**src/rtl/spi_controller.sv**
```systemverilog
// Mode-0 SPI master that emits 16-bit {write, addr[6:0], data[7:0]} frames, MSB first,
// and returns the last 8 CIPO bits sampled on rising SCLK edges.
module spi_controller #(
    parameter int CLK_DIV = 4,
    parameter int CS_GAP  = 4
) (
    input  logic       clk,
    input  logic       rst_n,
    input  logic       req_valid,
    output logic       req_ready,
    input  logic       req_write,
    input  logic [6:0] req_addr,
    input  logic [7:0] req_wdata,
    output logic       rsp_valid,
    output logic [7:0] rsp_rdata,
    output logic       busy,
    output logic       nCS,
    output logic       SCLK,
    output logic       COPI,
    input  logic       CIPO
);

    localparam int CNT_MAX = (CLK_DIV > CS_GAP) ? CLK_DIV : CS_GAP;
    localparam int CW      = (CNT_MAX > 2) ? $clog2(CNT_MAX) : 1;
    localparam logic [CW-1:0] DIV_LAST = CW'(CLK_DIV - 1);
    localparam logic [CW-1:0] GAP_LAST = CW'(CS_GAP - 1);

    typedef enum logic [2:0] {
        S_IDLE,
        S_SETUP,
        S_SHIFT,
        S_HOLD,
        S_GAP
    } state_t;

    state_t r_state;
    state_t w_state_nxt;

    logic [CW-1:0] r_cnt;
    logic [4:0]    r_bits;
    logic [14:0]   r_tx;
    logic [7:0]    r_rx;
    logic          r_ncs;
    logic          r_sclk;
    logic          r_copi;
    logic          r_rsp_valid;
    logic [7:0]    r_rsp_rdata;

    logic w_accept;
    logic w_div_done;
    logic w_gap_done;
    logic w_last_bit;
    logic w_rise;
    logic w_fall;
    logic w_cs_rise;
    logic w_done;

    always_ff @(posedge clk or negedge rst_n) begin
        if (!rst_n) r_state <= S_IDLE;
        else        r_state <= w_state_nxt;
    end

    // SHIFT runs 32 half-periods; the 32nd (SCLK low after the last fall) ends in HOLD
    // rather than another rising edge.
    always_comb begin
        w_state_nxt = r_state;
        w_accept    = 1'b0;
        w_rise      = 1'b0;
        w_fall      = 1'b0;
        w_cs_rise   = 1'b0;
        w_done      = 1'b0;
        w_div_done  = (r_cnt == DIV_LAST);
        w_gap_done  = (r_cnt == GAP_LAST);
        w_last_bit  = (r_bits == 5'd16);
        case (r_state)
            S_IDLE: begin
                if (req_valid) begin
                    w_accept    = 1'b1;
                    w_state_nxt = S_SETUP;
                end
            end
            S_SETUP: begin
                if (w_div_done) begin
                    w_rise      = 1'b1;
                    w_state_nxt = S_SHIFT;
                end
            end
            S_SHIFT: begin
                if (w_div_done) begin
                    if (r_sclk)          w_fall      = 1'b1;
                    else if (w_last_bit) w_state_nxt = S_HOLD;
                    else                 w_rise      = 1'b1;
                end
            end
            S_HOLD: begin
                if (w_div_done) begin
                    w_cs_rise   = 1'b1;
                    w_state_nxt = S_GAP;
                end
            end
            S_GAP: begin
                if (w_gap_done) begin
                    w_done      = 1'b1;
                    w_state_nxt = S_IDLE;
                end
            end
            default: w_state_nxt = S_IDLE;
        endcase
    end

    always_ff @(posedge clk or negedge rst_n) begin
        if (!rst_n) begin
            r_cnt <= '0;
        end else if (r_state == S_IDLE || w_state_nxt != r_state || w_rise || w_fall) begin
            r_cnt <= '0;
        end else begin
            r_cnt <= r_cnt + 1'b1;
        end
    end

    // tx holds only bits 14:0; bit 15 goes straight to COPI on acceptance.
    always_ff @(posedge clk or negedge rst_n) begin
        if (!rst_n) begin
            r_ncs  <= 1'b1;
            r_sclk <= 1'b0;
            r_copi <= 1'b0;
            r_tx   <= '0;
            r_bits <= '0;
        end else begin
            if (w_accept) begin
                r_ncs  <= 1'b0;
                r_copi <= req_write;
                r_tx   <= {req_addr, req_wdata};
                r_bits <= '0;
            end
            if (w_rise) begin
                r_sclk <= 1'b1;
                r_bits <= r_bits + 5'd1;
            end
            if (w_fall) begin
                r_sclk <= 1'b0;
                if (!w_last_bit) begin
                    r_copi <= r_tx[14];
                    r_tx   <= {r_tx[13:0], 1'b0};
                end
            end
            if (w_cs_rise) begin
                r_ncs  <= 1'b1;
                r_copi <= 1'b0;
            end
        end
    end

    always_ff @(posedge clk or negedge rst_n) begin
        if (!rst_n) begin
            r_rx        <= '0;
            r_rsp_valid <= 1'b0;
            r_rsp_rdata <= '0;
        end else begin
            if (w_rise) r_rx <= {r_rx[6:0], CIPO};
            r_rsp_valid <= w_done;
            if (w_done) r_rsp_rdata <= r_rx;
        end
    end

    assign req_ready = (r_state == S_IDLE);
    assign busy      = (r_state != S_IDLE);
    assign nCS       = r_ncs;
    assign SCLK      = r_sclk;
    assign COPI      = r_copi;
    assign rsp_valid = r_rsp_valid;
    assign rsp_rdata = r_rsp_rdata;

endmodule

```
**config.mk**
```make
export PLATFORM = sky130hd
export DESIGN_NAME = spi_controller
export DESIGN_NICKNAME = d
export VERILOG_FILES = /design/src/rtl/spi_controller.sv
export SDC_FILE = /design/constraint.sdc
export NUM_CORES = 1
export LEC_CHECK = 0
export ABC_AREA = 1
export CORE_MARGIN = 1.5
export CORE_UTILIZATION = 35
export CTS_CLUSTER_SIZE = 14
export DETAILED_ROUTE_END_ITERATION = 6
export PLACE_DENSITY_LB_ADDON = 0.08
export SLEW_MARGIN = 20
export SYNTH_ARGS = -nofsm -noshare
export SYNTH_HDL_FRONTEND = slang
export SYNTH_SLANG_ARGS = --single-unit
export TNS_END_PERCENT = 5
```
**constraint.sdc**
```tcl
create_clock -name clk -period 1.4 [get_ports clk]
set_input_delay 0.28 -clock clk [delete_from_list [all_inputs] [get_ports clk]]
set_output_delay 0.28 -clock clk [all_outputs]
set_load 0.02 [all_outputs]
```
Word-level counts from Yosys, hierarchy flattened --
Index checks and enable logic that the tools add are counted. Widths: inputs -> output; s select.
Word-level totals: register bits after elaboration 45, word-level logic and storage cells 61, output and inout port bits 14
Operators by class: equal/unequal tests 7, $add $sub $neg 2, reduce and logical (&&, ||, !) cells 8, multiplexer cells 34
Operators with widths (count):
- $mux 15 | 3
- $mux 3 | 7
- $mux 1 | 19
- $pmux 3 s5 | 1
- $mux 5 | 2
- $eq 3x2->1 const B | 2
- $reduce_bool 2->1 | 3
- $add 5x1->5 const B | 1
- $eq 5x5->1 const B | 1
- $eq 3x1->1 const B | 1
- $eq 3x3->1 const B | 1
- $logic_not 3->1 | 1
- $logic_or 1x1->1 | 3
- $ne 3x3->1 | 1
- $reduce_bool 3->1 | 1
- $add 2x1->2 const B | 1
- $eq 2x2->1 const B | 1
- $mux 2 | 1
- $pmux 1 s2 | 1

Logic depth before layout (Yosys ltp) --
depth after elaboration 10, gate-level depth with buffers 11

Worst setup path before layout --
OpenSTA, ideal clock, no wires.
kind reg-to-reg, start register r_bits[0], end register r_bits[0], library setup time 0.118 ns, buffers on the path 1, cell stages (with the launch flop) 12, arrival 1.227 ns, path slack 0.054 ns, cells stage by stage dfrtp_1 -> inv_1 -> ha_1 -> nand2_1 -> inv_1 -> nand2_1 -> nand3_2 -> nand2_1 -> buf_6 -> inv_4 -> nand2_2 -> o21ai_2
Between the ends: longest elaborated chain between the ends 6
RTL lines:
- start: declaration | line 40 | logic [4:0] r_bits;
- start signal: assignment | line 138 | r_bits <= r_bits + 5'd1;
- $eq 5x5->1 | line 74 | w_last_bit = (r_bits == 5'd16);
- $mux 1 | line 91 | else if (w_last_bit) w_state_nxt = S_HOLD;
- $mux 1 | line 90 | if (r_sclk) w_fall = 1'b1;
- $mux 1 | line 89 | if (w_div_done) begin
- $pmux 1 s2 | line 75 | case (r_state)
- $mux 5 or $reduce_bool 2->1 (tied branches)
Parallel ways exist; a longest one is shown, timed or not. A chain may end at the register's enable or synchronous reset.

Worst setup path in the final report --
start register r_state[0], end register r_tx[8]
Between the ends: longest elaborated chain between the ends 5
RTL lines:
- start: declaration | line 36 | state_t r_state;
- start signal: assignment | line 60 | else r_state <= w_state_nxt;
- $logic_not 3->1 | line 75
- $mux 1 | line 75
- $mux 15 | line 130 | if (w_accept) begin
- $mux 15 | line 142 | if (!w_last_bit) begin
- $mux 15 * | line 140 | if (w_fall) begin
- end signal: assignment | line 133 | r_tx <= {req_addr, req_wdata};
- end signal: assignment | line 144 | r_tx <= {r_tx[13:0], 1'b0};
- end: declaration | line 41 | logic [14:0] r_tx;
Mark *: on every way between the ends. The rest lies on a longest branch, timed or not.

==> metrics.md <==
| Metric | Value |
|---|---|
| Slowest CP cell | dfrtp_1 |
| Sw frac | 19.5% |
| Cell Int Power | 1950 µW |
| Worst flop-to-flop path endpoint | r_tx[8]$_DFF_PN0_ |
| RSZ-0062 raised after global routing | true |
| Clk pwr share | 41.8% |
| Clk_lat worst skew | 290 ps |
| Detailed-route DRC error count | 0 |
| Synthesis-to-layout area growth | 37.5% |
| GRT overflow | 0 |
| Drt first-iter violations | 75 |
| Endpoint class of the critical path | flip-flop |
| Ys async rst share | 100% |
| Hold Path Depth | 2 |
| Register area share after synthesis | 55.2% |
| FF-to-FF setup slack | -30 ps |
| Cell Area, Synth | about 2000 µm² |
| Area occupied by multi-input gates | 832 µm² |
| Setup TNS | -205 ps |
| Fillcell total | 550 |
| Hold/Removal Path Class | flip-flop to flip-flop |
| Hold Startpoint | nCS$_DFFE_PN1P_ |
| Crit-path max cell delay | 390 ps |
| WL/cell | 11.0 µm |
| Data arrival time of the worst path | approximately 1600 ps |
| Power Density | 860 nW/µm² |
| Hold Crit Endpoint | nCS$_DFFE_PN1P_ |
| Worst-path cell chain | buf_4, nor2_1, nand2_2, nor2_4, nand2_2, buf_12, nor2_1, a31oi_1 |
| Synth Flop Type | dfrtp_1 |
| Outcome | finished with violations |
| MaxCap Viol Count | 0 |
| Initial cell density of the core | 36.7% |
| Pre-antenna DRT Iters | 4 |
| Slew Viols, Final | 0 |
| Slew margin rel. | 83.5% |
| Comb power frac | a little under 4% |
| Post-layout nets | 316 |
| Number of buffers created by CTS | 5 |
| Antenna Cells | 0 |
| ANT nets after route | 0 |
| WHS | 467 ps |
| Seq cells post-synth | 45 |
| Vias | 1675 |
| Die area | 6310 µm² |
| FF-to-FF Start | r_state[0]$_DFF_PN0_ |
| Avg Synthesized Cell Area | 8.69 µm² |
| Layout cell share with drive strength beyond 1 | 23.5% |
| Worst Reg-to-Reg Cells | 8 |
| Clk pin slew, worst setup/hold paths | ~80 ps |
| CORE AREA | 5570 µm² |
| Rows | 27 |
| Post-synth cell types | 25 |
| Buffers on Ports | 33 |
| Synth top area share | a little over half |
| Root buffer cell | clkbuf_8 |
| Clk sinks | 45 |
| CTS tree | yes |
| Tot GR Track Use | 14.1% |
| # setup viols final | 17 |
| Initial antenna violation count | 0 |
| Post-synth top cells | nand2_1, dfrtp_1, nor2_1 |
| Max FO, Critical Path | 29 |
| WL final | 4040 µm |
| Yosys top cell by area | dfrtp_1 |
| Worst slew pin tran | about 250 ps |
| Setup ws final | -32.6 ps |
| Critical path type | flip-flop to flip-flop |
| Leak Pwr | 0.00139 µW |
| H-tree depth | 2 |
| Achievable frequency | 698 MHz |
| Worst clock skew | 7.54 ps |
| Part of the power in registers | between 50% and 60% |
| Die W | between 70 and 80 µm |
| Synth area leaders | dfrtp_1, nand2_1, a31oi_1 |
| Number of global-route vias before repair | 1506 |
| Period utilisation layout | 102% |
| Boundary pin count | 34 |
| Net Count, Synth | 258 |
| Startpoint types | flip-flop |
| Syn. warnings | 0 |
| Net Sw Power | about 470 µW |
| EDFF count, synth | 0 |
| Final Core Density | 50.4% |
| Seq. cell area | between 1000 and 1500 µm² |
| Die height | 79.4 µm |
| Final HPWL DP | 2710 µm |
| Top-count cell post-synth | nand2_1 |
| Post-synthesis cell count | 235 |
| Longest Clk Path Bufs | 2 |
| Failing checks | setup timing |
| Largest net degree at the start of global routing | 46 |
| Crit path required time | 1570 ps |
| Fin. Hold Viols | 0 |
| GP Congestion | around 0.76 |
| Fin crit period | between 1000 and 1500 ps |
| Via/cell ratio | 4.58 |
| First-pass GRT wire length | 6760 µm |
| Worst VDD drop | 523 µV |
## critical path: cells and delay by family (launching register included)
kind / cells / cell delay, ps
flops: 1 / 390
compound gates: 1 / 50
simple gates: 5 / 530
buf+inv: 2 / 330
## worst max-delay path by stage
stage	from	endpoint	slack, ps
2_1_floorplan	r_bits[0]$_DFFE_PN0P_	r_bits[0]$_DFFE_PN0P_	50
3_3_place_gp	r_bits[0]$_DFFE_PN0P_	r_rx[5]$_DFFE_PN0P_	-110
3_5_place_dp	req_valid	r_tx[8]$_DFF_PN0_	-150
4_1_cts	r_state[0]$_DFF_PN0_	req_ready	-130
5_1_grt	r_cnt[0]$_DFF_PN0_	r_cnt[0]$_DFF_PN0_	-140
6_report	r_state[0]$_DFF_PN0_	r_tx[8]$_DFF_PN0_	-30
## power groups by stage
stage	sequential [µW]	combinational [µW]	clock [µW]
finish	1310	95.4	1010
global route	1310	109	1100
CTS	1310	98.9	1050
detailed placement	1340	96.1	0
global placement	1340	97.8	0
floorplan	1340	7.71	0
## cell type report
type	count	share of cell area [%]
flip-flops and latches	45	40.1
well taps	72	3.21
repair buffers	60	19.5
inverters	24	3.39
multi-input cells	157	29.6
clock buffers	7	3.07
clock inverters	1	1.07
## logic make-up (layout without fill, tap and decap cells)
| logic type | count (synthesis) | after routing | synth area share (%) |
|---|---|---|---|
| compound gates | 42 | 42 | 11.8 |
| simple gates | 110 | 110 | 22.4 |
| xor+xnor | 2 | 2 | 0.857 |
| fa+ha+maj | 3 | 3 | 1.84 |
| buf+inv | 33 | 92 | 7.90 |
| flops | 45 | 45 | 55.2 |
## registers in the layout (all words and copies together), names as in the netlist
| register | count |
|---|---|
| r_tx | 15 |
| r_bits | 5 |
| r_rx | 8 |
| r_state | 3 |
| COPI | 1 |
| SCLK | 1 |
| r_cnt | 2 |
| rsp_valid | 1 |
| nCS | 1 |
| rsp_rdata | 8 |
## cell usage in the layout, fill, tap and decap left out, types with 2 or more instances in the layout
master,Yosys,final
o21ai_1,10,13
inv_2,3,6
a31oi_1,15,15
nand3_1,10,9
buf_12,0,2
inv_4,1,2
xor2_1,2,2
o21ai_2,2,2
a21oi_1,2,2
nand3_2,2,2
buf_2,4,3
buf_4,2,21
dlygate4sd2_1,0,11
nand2_2,1,5
nand2_1,66,60
nor2_2,3,5
nand2_4,0,2
nand4_1,2,2
clkdlybuf4s50_1,0,18
o21ai_0,11,8
buf_6,3,3
ha_4,0,2
dfrtp_1,44,44
or2_2,2,2
clkbuf_8,0,6
nor2_1,24,21
inv_1,20,16
## metal layers
layer / vias up / track usage [%] / routed length, µm
li1: 879 / - / -
met1: 753 / 18.4 / 1950
met2: 37 / 21.8 / 1860
met3: 6 / 4.11 / 171
met4: 0 / 5.79 / 63
met5: - / 0 / 0
## through the flow
step                      instance area, µm²  total power [µW]  cells  worst slack [ps]
after CTS                               2730              2460    364              -133
after global placement                  2590              1430    355              -110
final                                   2810              2420    366             -32.6
after global routing                    2810              2520    366              -143
after detailed placement                2590              1430    355              -146
after floorplan                         2040              1340    235              54.5
## what timing repair did
| action | in CTS | in global routing |
|---|---|---|
| pin swaps | 0 | 8 |
| endpoints found under the hold margin | 44 | 0 |
| resized for setup | 25 | 32 |
| hold buffers | 1 | 0 |
| endpoints found under the setup margin | 44 | 35 |
| setup buffers | 0 | 2 |
Note: power is estimated with default switching activity, not from simulation.
